[config.mk]
export PLATFORM = sky130hd
export DESIGN_NAME = bus_arbiter
export DESIGN_NICKNAME = d
export VERILOG_FILES = /design/src/rtl/bus_arbiter.sv
export SDC_FILE = /design/constraint.sdc
export NUM_CORES = 1
export LEC_CHECK = 0
export BUFFER_PORTS_ARGS = -buffer_cell sky130_fd_sc_hd__buf_2
export CAP_MARGIN = 25
export CORE_UTILIZATION = 50
export CTS_CLUSTER_DIAMETER = 60
export DETAILED_ROUTE_END_ITERATION = 12
export PLACE_DENSITY = 0.73
export SYNTH_ARGS = -nofsm -noshare
export SYNTH_HDL_FRONTEND = slang
export SYNTH_SLANG_ARGS = --single-unit
[constraint.sdc]
create_clock -name clk -period 1.7 [get_ports clk]
set_input_delay 0.255 -clock clk [delete_from_list [all_inputs] [get_ports clk]]
set_output_delay 0.255 -clock clk [all_outputs]
set_load 0.02 [all_outputs]
[src/rtl/bus_arbiter.sv]
// bus_arbiter: two-master fixed-tenure bus arbiter with alternating priority.
// Grants are registered, one-cycle latency, and each tenure is bounded by TIMEOUT cycles.
module bus_arbiter #(
    parameter logic [7:0] TIMEOUT = 8'd15
) (
    input  logic       clk,
    input  logic       rstn,
    input  logic       req_0,
    input  logic       req_1,
    input  logic       done_0,
    input  logic       done_1,
    output logic       grant_0,
    output logic       grant_1,
    output logic [1:0] sel,
    output logic       bus_busy
);

    typedef enum logic [1:0] {
        IDLE = 2'b00,
        GNT0 = 2'b01,
        GNT1 = 2'b10
    } state_t;

    state_t     state;
    state_t     nxt;
    logic [7:0] cnt;
    logic       last_owner;
    logic       tmo;

    // Tenure expires on the edge closing the TIMEOUT-th granted cycle.
    assign tmo = (cnt == TIMEOUT - 8'd1);

    // Next-state: alternate on contention, hand over directly when the other side waits.
    always_comb begin
        nxt = IDLE;
        case (state)
            IDLE: begin
                if (req_0 && req_1) nxt = last_owner ? GNT0 : GNT1;
                else if (req_0)     nxt = GNT0;
                else if (req_1)     nxt = GNT1;
                else                nxt = IDLE;
            end
            GNT0: begin
                if (done_0 || !req_0 || tmo) nxt = req_1 ? GNT1 : IDLE;
                else                         nxt = GNT0;
            end
            GNT1: begin
                if (done_1 || !req_1 || tmo) nxt = req_0 ? GNT0 : IDLE;
                else                         nxt = GNT1;
            end
            default: nxt = IDLE;  // unused encoding falls back to IDLE
        endcase
    end

    // State, registered outputs, tenure counter and last-owner tracking.
    always_ff @(posedge clk or negedge rstn) begin
        if (!rstn) begin
            state      <= IDLE;
            grant_0    <= 1'b0;
            grant_1    <= 1'b0;
            sel        <= 2'b00;
            cnt        <= 8'd0;
            last_owner <= 1'b1;
        end else begin
            state   <= nxt;
            grant_0 <= (nxt == GNT0);
            grant_1 <= (nxt == GNT1);
            sel     <= {nxt == GNT1, nxt == GNT0};
            if (nxt != state)
                cnt <= 8'd0;
            else if (nxt != IDLE && cnt != 8'hFF)
                cnt <= cnt + 8'd1;
            if (nxt == GNT0 && state != GNT0)
                last_owner <= 1'b0;
            else if (nxt == GNT1 && state != GNT1)
                last_owner <= 1'b1;
        end
    end

    // Bus is busy whenever either registered grant is up.
    assign bus_busy = grant_0 | grant_1;

endmodule
==> impl_metrics.env <==
export IMPL_io_buffers=10
export IMPL_end_kind="flop"
export IMPL_max_freq_mhz=523
export IMPL_avgRoutedWirePerCell_um=17.7
export IMPL_path_clk_slew_ps=90
export IMPL_synth_nets=97
export IMPL_seqCellArea_sq_um=327
export IMPL_powerDensity_mw_per_mm2=1150
export IMPL_wl_um=2570
export IMPL_synth_edf_count=0
export IMPL_hold_slack_ps=355
export IMPL_drive_gt1_frac=0.512
export IMPL_yosysMostFrequentCell="nand2_1"
export IMPL_status="finished, violations left"
export IMPL_synthFlopType="dfrtp_1"
export IMPL_via_per_inst=6.01
export IMPL_avgSynthCellArea_sq_um=9.64
export IMPL_netlist_area_sq_um=858
export IMPL_die_y_um=43.4
export IMPL_vias=872
export IMPL_rsz0062_at_grt="yes"
export IMPL_cts_tree="done"
export IMPL_first_global_vias=853
export IMPL_multi_input_comb_area_sq_um=587
export IMPL_antenna_found_initial=0
export IMPL_netlist_top_cells_count="14 x nand2_1, 12 x dfrtp_1, 8 x a21oi_1, 7 x mux2i_1"
export IMPL_area_growth_pct=48.5
export IMPL_synth_distinct_cells=34
export IMPL_gr_total_overflow=0
export IMPL_switching_share=0.414
export IMPL_ys_ff_latch=13
export IMPL_p_seq_frac=0.293
export IMPL_num_rows=14
export IMPL_fin_ws_ps=-212
export IMPL_clockBufferDepth=2
export IMPL_worstSetupPathType="reg2reg"
export IMPL_synth_top_area_frac=0.350
export IMPL_fin_nets=138
export IMPL_rr_endpoint="cnt[6]"
export IMPL_worstPathArrival_ps=2100
export IMPL_clock_power_share=0.144
export IMPL_grtUsageTotal=0.283
export IMPL_dp_hpwl_um=1330
export IMPL_reg2reg_depth=8
export IMPL_ys_top_cells_by_area="dfrtp_1 35%, mux2i_1 8.2%, nand2_1 6.1%"
export IMPL_synth_area_leader_cell="dfrtp_1"
export IMPL_min_path_cells=3
export IMPL_setup_violations=10
export IMPL_r2r_start="cnt[0]"
export IMPL_htreeDepth=1
export IMPL_hold_path_class="in2reg"
export IMPL_start_util=0.551
export IMPL_cts_buffers=3
export IMPL_clock_sinks=13
export IMPL_cts_root_buf="clkbuf_4"
export IMPL_power_net_switching_mw=0.605
export IMPL_finClkSkew_ps=9.87
export IMPL_final_hold_viol_count=0
export IMPL_violations="design-rule violations, negative setup slack"
export IMPL_insertion_delay_ps=290
export IMPL_hp_start="req_1"
export IMPL_period_share=1.12
export IMPL_slew_headroom=0.775
export IMPL_ant_nets=0
export IMPL_setup_tns_ps=-1480
export IMPL_first_iter_violations=15
export IMPL_p_leak_nw=0.563
export IMPL_tightest_slew_ps=336
export IMPL_ys_seq_area_frac=0.380
export IMPL_path_max_fanout=5
export IMPL_drc=4
export IMPL_combPwrFrac=0.563
export IMPL_ios=11
export IMPL_die_x_um=43.4
export IMPL_worstSetupStartpointType="flop"
export IMPL_drv_slew=0
export IMPL_ir_drop_mv=1.05
export IMPL_hold_path_end="last_owner"
export IMPL_fillers=86
export IMPL_syn_inst=89
export IMPL_diodes=0
export IMPL_async_flop_share=1.00
export IMPL_cap_viol_max_count=0
export IMPL_grt_max_degree=14
export IMPL_p_int_mw=0.856
export IMPL_required_ps=1890
export IMPL_core_area_sq_mm=0.00156
export IMPL_finalCriticalPeriod_ps=1910
export IMPL_dieArea_sq_mm=0.00189
export IMPL_reg2reg_slack_ps=-210
export IMPL_grt_first_pass_wirelength_um=3890
export IMPL_first_pass_iters=8
export IMPL_yosys_warnings=0
export IMPL_gp_congestion=0.832
==> layer usage <==
layer | share of wire | up-vias | GRT usage
met2 | 0.46 | 40 | 0.442
met1 | 0.43 | 422 | 0.372
met4 | 0.055 | 0 | 0.169
li1 | - | 395 | -
met3 | 0.047 | 15 | 0.0417
met5 | 0 | - | 0
==> power by group through the flow <==
stage               Combinational, mW  Sequential, mW  Clock (mW)
detailed placement              0.535           0.419           0
global route                    0.876           0.433       0.221
floorplan                       0.350           0.445           0
global placement                0.527           0.418           0
CTS                             0.698           0.415       0.202
finish                          0.823           0.428       0.210
==> worst max-delay path by stage <==
stage           start      to  slack (ps)  cells past startpoint
6_report       cnt[0]  cnt[6]        -210                      8
2_1_floorplan  cnt[0]  cnt[0]        -110                      8
3_3_place_gp   cnt[1]  cnt[5]        -110                      7
4_1_cts        cnt[0]  cnt[1]        -150                      8
5_1_grt        cnt[0]  cnt[1]        -290                      8
3_5_place_dp   cnt[0]  cnt[1]        -180                      8
==> what timing repair did <==
action                                  CTS  global route
hold buffers                              1             0
pin swaps                                 4             5
cloned                                    1             0
buffers inserted                          7             3
resized for setup                        12            10
endpoints found under the hold margin    12             0
endpoints found under the setup margin    8            10
==> layout make-up <==
| class | instances | share of cell area |
|---|---|---|
| clock buffer | 4 | 0.0206 |
| inverter | 8 | 0.0236 |
| multi-input combinational | 66 | 0.460 |
| sequential | 13 | 0.256 |
| tap | 16 | 0.0157 |
| timing repair buffer | 38 | 0.224 |
==> kinds of logic after synthesis <==
| kind of cell | Yosys count | synth area share |
|---|---|---|
| and+or+nand+nor | 36 | 0.242 |
| buffers and inverters | 11 | 0.0656 |
| adders and majority gates | 2 | 0.0291 |
| AOI/OAI and AO/OA | 20 | 0.201 |
| DFF | 13 | 0.380 |
| muxes | 7 | 0.0816 |
==> critical path, stage by stage, from the launching register on <==
cell and delay (ps):
dfrtp_1 400, inv_2 70, ha_4 150, and4b_4 210, a211o_1 310, a21oi_4 230
buf_6 150, a21oi_1 70, o211a_1 220
==> stage by stage <==
step / util / area (sq um) / cells / worst slack (ps) / power [mW]
after CTS: 0.774 / 1210 / 142 / -152 / 1.32
after global routing: 0.818 / 1270 / 145 / -287 / 1.53
final: 0.818 / 1270 / 145 / -212 / 1.46
after global placement: 0.669 / 1040 / 129 / -113 / 0.945
after floorplan: - / 872 / 89 / -106 / 0.795
after detailed placement: 0.669 / 1040 / 129 / -180 / 0.954
==> sequential cells by signal, summed over array words and instances, names as in the netlist <==
name,flops
sel,1
last_owner,1
grant_1,1
state,2
cnt,8
==> cell usage in the layout (no fill, tap or decap), types with 2 or more instances in the layout <==
cell | netlist | final
buf_2 | 0 | 10
buf_4 | 2 | 21
nand3b_1 | 2 | 2
a211oi_4 | 0 | 2
o22a_4 | 0 | 2
mux2i_1 | 7 | 7
inv_1 | 5 | 3
buf_6 | 1 | 6
a21oi_2 | 0 | 2
nand3_1 | 4 | 4
dfrtp_1 | 12 | 12
nand2_1 | 14 | 13
inv_2 | 3 | 5
clkbuf_4 | 0 | 3
a21oi_4 | 1 | 4
or2_2 | 2 | 2
a21oi_1 | 8 | 3
nand2b_1 | 5 | 5
(Power assumes the default switching activity.)
